$ cat src/rtl/multicycle_cu_if.sv
// Control-unit <-> datapath bundle for the multi-cycle CPU.
// master: control unit (drives strobes/steering); slave: datapath side.
interface multicycle_cu_if #(
  parameter int OP_W = 6
);
  logic [OP_W-1:0] opCode;
  logic            zero;
  logic            mem_ready;
  logic            IRWre;
  logic            PCWre;
  logic [1:0]      PCSrc;
  logic            RegDst;
  logic            RegWre;
  logic            ALUSrcA;
  logic            ALUSrcB;
  logic [2:0]      ALUOp;
  logic            ExtSel;
  logic            mRD;
  logic            mWR;
  logic            DBDataSrc;
  logic [2:0]      state;
  logic            halted;

  modport master (
    input  opCode, zero, mem_ready,
    output IRWre, PCWre, PCSrc, RegDst, RegWre, ALUSrcA, ALUSrcB, ALUOp,
           ExtSel, mRD, mWR, DBDataSrc, state, halted
  );

  modport slave (
    output opCode, zero, mem_ready,
    input  IRWre, PCWre, PCSrc, RegDst, RegWre, ALUSrcA, ALUSrcB, ALUOp,
           ExtSel, mRD, mWR, DBDataSrc, state, halted
  );
endinterface

$ cat src/rtl/multicycle_cu.sv
// Multi-cycle control unit: IF/ID/EXE/MEM/WB sequencer for the 14-op ISA.
// Optional retired-instruction counter: define MULTICYCLE_CU_PERF_CNT_EN.
module multicycle_cu #(
  parameter int OP_W  = 6,
  parameter int CNT_W = 32
) (
  input  logic              CLK,
  input  logic              Reset,
  multicycle_cu_if.master   bus
`ifdef MULTICYCLE_CU_PERF_CNT_EN
  ,
  output logic [CNT_W-1:0]  retired
`endif
);

  typedef enum logic [2:0] {
    S_IF   = 3'b000,
    S_ID   = 3'b001,
    S_EXE  = 3'b010,
    S_MEM  = 3'b011,
    S_WB   = 3'b100,
    S_HALT = 3'b111
  } state_t;

  localparam logic [OP_W-1:0] OP_ADD  = OP_W'(6'b000000);
  localparam logic [OP_W-1:0] OP_ADDI = OP_W'(6'b000001);
  localparam logic [OP_W-1:0] OP_SUB  = OP_W'(6'b000010);
  localparam logic [OP_W-1:0] OP_ORI  = OP_W'(6'b010000);
  localparam logic [OP_W-1:0] OP_AND  = OP_W'(6'b010001);
  localparam logic [OP_W-1:0] OP_OR   = OP_W'(6'b010010);
  localparam logic [OP_W-1:0] OP_SLL  = OP_W'(6'b011000);
  localparam logic [OP_W-1:0] OP_SLTI = OP_W'(6'b011011);
  localparam logic [OP_W-1:0] OP_SW   = OP_W'(6'b100110);
  localparam logic [OP_W-1:0] OP_LW   = OP_W'(6'b100111);
  localparam logic [OP_W-1:0] OP_BEQ  = OP_W'(6'b110000);
  localparam logic [OP_W-1:0] OP_BNE  = OP_W'(6'b110001);
  localparam logic [OP_W-1:0] OP_J    = OP_W'(6'b111000);
  localparam logic [OP_W-1:0] OP_HALT = OP_W'(6'b111111);

  state_t r_state, w_next;

  logic w_add, w_addi, w_sub, w_ori, w_and, w_or, w_sll, w_slti;
  logic w_sw, w_lw, w_beq, w_bne, w_j, w_halt, w_known;
  logic       w_irwre, w_pcwre, w_regwre, w_mrd, w_mwr;
  logic [1:0] w_pcsrc;

  assign w_add   = (bus.opCode == OP_ADD);
  assign w_addi  = (bus.opCode == OP_ADDI);
  assign w_sub   = (bus.opCode == OP_SUB);
  assign w_ori   = (bus.opCode == OP_ORI);
  assign w_and   = (bus.opCode == OP_AND);
  assign w_or    = (bus.opCode == OP_OR);
  assign w_sll   = (bus.opCode == OP_SLL);
  assign w_slti  = (bus.opCode == OP_SLTI);
  assign w_sw    = (bus.opCode == OP_SW);
  assign w_lw    = (bus.opCode == OP_LW);
  assign w_beq   = (bus.opCode == OP_BEQ);
  assign w_bne   = (bus.opCode == OP_BNE);
  assign w_j     = (bus.opCode == OP_J);
  assign w_halt  = (bus.opCode == OP_HALT);
  assign w_known = w_add | w_addi | w_sub | w_ori | w_and | w_or | w_sll |
                   w_slti | w_sw | w_lw | w_beq | w_bne | w_j | w_halt;

  // Steering: pure decode of the opcode, independent of state.
  assign bus.ALUSrcA   = w_sll;
  assign bus.ALUSrcB   = w_addi | w_ori | w_slti | w_sw | w_lw;
  assign bus.RegDst    = ~(w_addi | w_ori | w_slti | w_lw);
  assign bus.ExtSel    = ~w_ori;
  assign bus.DBDataSrc = w_lw;
  assign bus.ALUOp     = w_sll               ? 3'b010 :
                         (w_ori | w_or)      ? 3'b011 :
                         w_and               ? 3'b100 :
                         w_slti              ? 3'b110 :
                         (w_sub | w_beq | w_bne) ? 3'b001 : 3'b000;

  // State register; async reset parks the sequencer in IF.
  always_ff @(posedge CLK or posedge Reset) begin
    if (Reset) r_state <= S_IF;
    else       r_state <= w_next;
  end

  // Next-state and phase strobes.
  always_comb begin
    w_next   = r_state;
    w_irwre  = 1'b0;
    w_pcwre  = 1'b0;
    w_pcsrc  = 2'b00;
    w_regwre = 1'b0;
    w_mrd    = 1'b0;
    w_mwr    = 1'b0;
    case (r_state)
      S_IF: begin
        w_irwre = 1'b1;
        w_next  = S_ID;
      end
      S_ID: begin
        if (w_j) begin
          w_pcwre = 1'b1;
          w_pcsrc = 2'b10;
          w_next  = S_IF;
        end else if (w_halt) begin
          w_next  = S_HALT;
        end else if (!w_known) begin
          w_pcwre = 1'b1;        // NOP retires straight from ID
          w_next  = S_IF;
        end else begin
          w_next  = S_EXE;
        end
      end
      S_EXE: begin
        if (w_beq | w_bne) begin
          w_pcwre = 1'b1;
          w_pcsrc = ((w_beq & bus.zero) | (w_bne & ~bus.zero)) ? 2'b01 : 2'b00;
          w_next  = S_IF;
        end else if (w_sw | w_lw) begin
          w_next  = S_MEM;
        end else begin
          w_next  = S_WB;
        end
      end
      S_MEM: begin
        // Request held for the whole access, including the ready cycle.
        if (w_lw) begin
          w_mrd = 1'b1;
          if (bus.mem_ready) w_next = S_WB;
        end else if (w_sw) begin
          w_mwr = 1'b1;
          if (bus.mem_ready) begin
            w_pcwre = 1'b1;
            w_next  = S_IF;
          end
        end else begin
          // Unreachable with a stable opcode; retire to keep one PC pulse.
          w_pcwre = 1'b1;
          w_next  = S_IF;
        end
      end
      S_WB: begin
        w_regwre = 1'b1;
        w_pcwre  = 1'b1;
        w_next   = S_IF;
      end
      S_HALT:  w_next = S_HALT;
      default: w_next = S_IF;
    endcase
  end

  // Strobes are suppressed for as long as reset is held.
  assign bus.IRWre  = w_irwre  & ~Reset;
  assign bus.PCWre  = w_pcwre  & ~Reset;
  assign bus.PCSrc  = w_pcsrc  & {2{~Reset}};
  assign bus.RegWre = w_regwre & ~Reset;
  assign bus.mRD    = w_mrd    & ~Reset;
  assign bus.mWR    = w_mwr    & ~Reset;
  assign bus.state  = r_state;
  assign bus.halted = (r_state == S_HALT) & ~Reset;

`ifdef MULTICYCLE_CU_PERF_CNT_EN
  // Retired-instruction count: one PC update per instruction; wraps naturally.
  always_ff @(posedge CLK or posedge Reset) begin
    if (Reset)        retired <= '0;
    else if (w_pcwre) retired <= retired + 1'b1;
  end
`endif

endmodule
$ cat src/flat_wrapper.sv
// flat-port wrapper written by rule: the top's interface ports become plain ports
module multicycle_cu_flat 
#(
  parameter int OP_W  = 6,
  parameter int CNT_W = 32
)
  (CLK, Reset, bus_opCode, bus_zero, bus_mem_ready, bus_IRWre, bus_PCWre, bus_PCSrc, bus_RegDst, bus_RegWre, bus_ALUSrcA, bus_ALUSrcB, bus_ALUOp, bus_ExtSel, bus_mRD, bus_mWR, bus_DBDataSrc, bus_state, bus_halted);
  multicycle_cu_if #(.OP_W(OP_W)) bus_i ();
  input  logic CLK;
  input  logic Reset;
  input wire logic [$bits(bus_i.opCode)-1:0] bus_opCode;
  input wire logic [$bits(bus_i.zero)-1:0] bus_zero;
  input wire logic [$bits(bus_i.mem_ready)-1:0] bus_mem_ready;
  output wire logic [$bits(bus_i.IRWre)-1:0] bus_IRWre;
  output wire logic [$bits(bus_i.PCWre)-1:0] bus_PCWre;
  output wire logic [$bits(bus_i.PCSrc)-1:0] bus_PCSrc;
  output wire logic [$bits(bus_i.RegDst)-1:0] bus_RegDst;
  output wire logic [$bits(bus_i.RegWre)-1:0] bus_RegWre;
  output wire logic [$bits(bus_i.ALUSrcA)-1:0] bus_ALUSrcA;
  output wire logic [$bits(bus_i.ALUSrcB)-1:0] bus_ALUSrcB;
  output wire logic [$bits(bus_i.ALUOp)-1:0] bus_ALUOp;
  output wire logic [$bits(bus_i.ExtSel)-1:0] bus_ExtSel;
  output wire logic [$bits(bus_i.mRD)-1:0] bus_mRD;
  output wire logic [$bits(bus_i.mWR)-1:0] bus_mWR;
  output wire logic [$bits(bus_i.DBDataSrc)-1:0] bus_DBDataSrc;
  output wire logic [$bits(bus_i.state)-1:0] bus_state;
  output wire logic [$bits(bus_i.halted)-1:0] bus_halted;
  assign bus_i.opCode = bus_opCode;
  assign bus_i.zero = bus_zero;
  assign bus_i.mem_ready = bus_mem_ready;
  assign bus_IRWre = bus_i.IRWre;
  assign bus_PCWre = bus_i.PCWre;
  assign bus_PCSrc = bus_i.PCSrc;
  assign bus_RegDst = bus_i.RegDst;
  assign bus_RegWre = bus_i.RegWre;
  assign bus_ALUSrcA = bus_i.ALUSrcA;
  assign bus_ALUSrcB = bus_i.ALUSrcB;
  assign bus_ALUOp = bus_i.ALUOp;
  assign bus_ExtSel = bus_i.ExtSel;
  assign bus_mRD = bus_i.mRD;
  assign bus_mWR = bus_i.mWR;
  assign bus_DBDataSrc = bus_i.DBDataSrc;
  assign bus_state = bus_i.state;
  assign bus_halted = bus_i.halted;
  multicycle_cu #(.OP_W(OP_W), .CNT_W(CNT_W)) u_core (.CLK(CLK), .Reset(Reset), .bus(bus_i));
endmodule
$ cat config.mk
export PLATFORM = sky130hd
export DESIGN_NAME = multicycle_cu_flat
export DESIGN_NICKNAME = d
export VERILOG_FILES = /design/src/rtl/multicycle_cu_if.sv /design/src/rtl/multicycle_cu.sv /design/src/flat_wrapper.sv
export SDC_FILE = /design/constraint.sdc
export NUM_CORES = 1
export LEC_CHECK = 0
export CELL_PAD_IN_SITES_DETAIL_PLACEMENT = 1
export CELL_PAD_IN_SITES_GLOBAL_PLACEMENT = 2
export CORE_MARGIN = 8
export CORE_UTILIZATION = 20
export CTS_BUF_LIST = sky130_fd_sc_hd__clkbuf_16
export CTS_CLUSTER_DIAMETER = 40
export DETAILED_ROUTE_END_ITERATION = 8
export GPL_TIMING_DRIVEN = 0
export PLACE_DENSITY_LB_ADDON = 0.08
export RECOVER_POWER = 50
export SLEW_MARGIN = 20
export SYNTH_ARGS = -nofsm -noshare
export SYNTH_HDL_FRONTEND = slang
export SYNTH_SLANG_ARGS = --single-unit
$ cat constraint.sdc
create_clock -name CLK -period 1.5 [get_ports CLK]
set_clock_uncertainty 0.2 [all_clocks]
set_input_delay 0.15 -clock CLK [delete_from_list [all_inputs] [get_ports CLK]]
set_output_delay 0.15 -clock CLK [all_outputs]
set_load 0.03 [all_outputs]
==> metrics.txt <==
synth unique cells 41; Combinational Power Share 64.8%; count leader, synth nand2_1; Pwr Density 1020 nW/um^2; WP data required 1.15 ns; Routability Congestion 0.714; clk sinks 3; Hold Fails Final Rpt 0; Remaining Overflow, GRT 0; WL/cell 18.6 microns; fraction of layout cells with a size suffix above 1 72.5%; register area 78.8 sq um; Top delay family on crit path simple AND/OR/NAND/NOR gates; Static Leakage 0.000710 uW; max-cap violation count 0; sw frac 41.5%; Pwr Total 1670 uW; Die Wd 72.1 microns; Worst Path Arrival 1.63 ns; cells after synthesis 92; DRC viols 0; initial antenna violation count 0; DP Worst Slack -1.41 ns; Internal 979 uW; Crit. End Element output pin; RSZ-0062 raised after global routing true; Avg Cell Area, Syn 6.84 sq um; XOR/XNOR Fraction of Synth Area 4.17%; Hold WS 0.289 ns; Worst-Skew Late Latency 0.23 ns; worst path bufs/invs 2; Pre-Repair DR Iteration Count 4; Post-synth top flop dfrtp_1; sequential fraction of the synthesis area 11.9%; power share of the clock group 25.8%; Worst Tran Pin Value 0.353 ns; Multi-input gate area 766 sq um; Most common cell on crit path buf_6; fin worst setup slack -0.484 ns; Syn Std Cell Area 629 sq um; CP max-delay cell or4_4; Synth async-reset ratio 100%; H-tree depth 1; Yosys top cell by area dfrtp_1; vias in the first global route 940; WS Path Type reg -> out; Post-DP HPWL 1990 microns; fin crit period 1.98 ns; max FFs per register 3; post-synthesis mux area share 1.79%; die area 5200 sq um; # nets final 164; gr usage total 12.0%; IO Port Bufs 26; Fillers 340; Core ar. 3030 sq um; largest net degree at the start of global routing 11; Initial Util 20.8%; number of diodes 0; Post-synth EDFFs 0; clk root buf clkbuf_16; global-route wire length before repair 4910 microns; Crit. path cell count 5; Post-Synth Adder-Cell Area 0%; Initial DRC Count 33; Fin Setup TNS -2.54 ns; main combinational cell family by area after synthesis simple AND/OR/NAND/NOR gates; # setup viols final 12; clock transition at the registers of the reported paths 0.03 ns; outcome finished, violations left; CP Cell Sequence buf_6 -> nand2_1 -> or4_4 -> nor4_4 -> buf_6; Hold WC Path Type in -> reg; Ports 29; max_slew headroom 76.5%; main area contributors after synthesis dfrtp_1 12%, buf_2 6.4%, nand2_1 5.4%; Area growth syn-to-layout 160%; Switch Pwr 694 uW; Tcrit/Tclk final 132%; post-route ant nets 0; R2R Path Start u_core.bus.state[2]; Ys Warns 0; DRT Wirelength 3670 microns; Vias/cell 4.95; via count 975; peak supply drop 0.850 mV; sequential power share 9.4%; Post-Synth Simple-Gate Area 41.9%; Compound-Gate Fraction of Synth Area 26.6%; max incr delay on CP 0.50 ns; failing checks negative setup slack; Yosys reg bits 3; row cnt 20; crit-path max FO 6; die height 72.1 microns; CTS max path bufs 2; Final Max Tran Viols 0; crit path launch u_core.bus.state[1]; clock buffer count from CTS 3; Finished Core Util 54.0%; CTS tree yes; Mapped Nets 102; synth cell count leaders 9 x nand2_1, 8 x buf_2, 7 x inv_1, 7 x nor2_1, 5 x nand2b_1; Hold Startpoint bus_opCode[1]; Worst setup SP type register; share of the synthesized area in the top cell type 11.9%; achievable clock frequency 504 MHz; FF-to-FF path depth 7; Worst Hold Depth 5
layer usage:
metal  GRT usage [%]  part of all wire [%]
met5               0                     0
met4            3.40                   3.3
met3            3.72                   5.3
met2            18.1                    50
met1            15.8                    42
layout by cell type, fill, tap and decap left out, types with 2 or more instances in the layout:
| cell type | netlist | final |
|---|---|---|
| nor2_4 | 0 | 2 |
| dlygate4sd2_1 | 0 | 4 |
| buf_6 | 1 | 19 |
| nor2_1 | 7 | 5 |
| clkbuf_16 | 0 | 3 |
| inv_1 | 7 | 4 |
| a21oi_1 | 4 | 2 |
| nand2b_1 | 5 | 2 |
| xnor2_1 | 3 | 3 |
| inv_2 | 0 | 3 |
| buf_4 | 1 | 30 |
| nor4b_4 | 0 | 2 |
| nand2_4 | 0 | 2 |
| nand3_4 | 0 | 2 |
| nor3_2 | 0 | 2 |
| o21a_1 | 2 | 2 |
| nor4_4 | 0 | 4 |
| buf_2 | 8 | 5 |
| buf_12 | 0 | 2 |
| nand2_2 | 0 | 2 |
| a21oi_2 | 1 | 3 |
| or4_4 | 0 | 2 |
| buf_8 | 0 | 3 |
| nand2_1 | 9 | 5 |
| nand2b_4 | 0 | 3 |
| dfrtp_2 | 0 | 3 |
| clkdlybuf4s50_1 | 0 | 2 |
logic make-up after synthesis:
kind of cell           after synthesis
AND/OR/NAND/NOR                     45
AO/OA/AOI/OAI                       23
buffers and inverters               17
XOR/XNOR                             3
flip-flops                           3
multiplexers                         1
layout make-up:
cell class | instances | area share, %
Buffer | 8 | 6.28
Clock inverter | 1 | 0.230
Sequential cell | 3 | 4.82
Tap cell | 44 | 3.37
Timing Repair Buffer | 59 | 31.9
Clock buffer | 3 | 4.59
Inverter | 7 | 1.91
Multi-Input combinational cell | 72 | 46.9
worst min-delay path, stage by stage:
cell	delay (ns)
buf_6	0.12
buf_12	0.14
buf_4	0.14
nand2_2	0.06
a221oi_2	0.06
power groups by stage:
| stage | Sequential [uW] | Combinational [uW] | Clock, uW |
|---|---|---|---|
| final | 157 | 1080 | 432 |
| after global routing | 160 | 1140 | 450 |
| after CTS | 125 | 915 | 441 |
| after detailed placement | 129 | 668 | 0 |
| after global placement | 125 | 672 | 0 |
| after floorplan | 174 | 414 | 0 |
path summary, 6_finish.rpt:
| path | slack (ns) | to |
|---|---|---|
| setup / recovery | -0.48 | bus_PCSrc[0] |
| hold / removal | 0.29 | u_core.bus.state[0] |
| setup reg to reg | -0.12 | u_core.bus.state[0] |
| hold reg to reg | 0.64 | u_core.bus.state[2] |
| max in group asynchronous | 0.42 | u_core.bus.state[0] |
| min in group asynchronous | 0.50 | u_core.bus.state[2] |
through the flow:
step / cell area (sq um) / std cells
finish: 1630 / 197
CTS: 1440 / 185
global placement: 1060 / 162
detailed placement: 1060 / 162
global route: 1630 / 197
floorplan: 749 / 92
timing repair:
action / 4_1_cts / 5_1_grt
setup buffers: 18 / 14
pin swaps: 14 / 7
endpoints found under the setup margin: 22 / 19
gates resized for setup: 156 / 40
endpoints found under the hold margin: 3 / 0
hold buffers: 1 / 0
No activity file was read; power rests on OpenSTA's default activity.
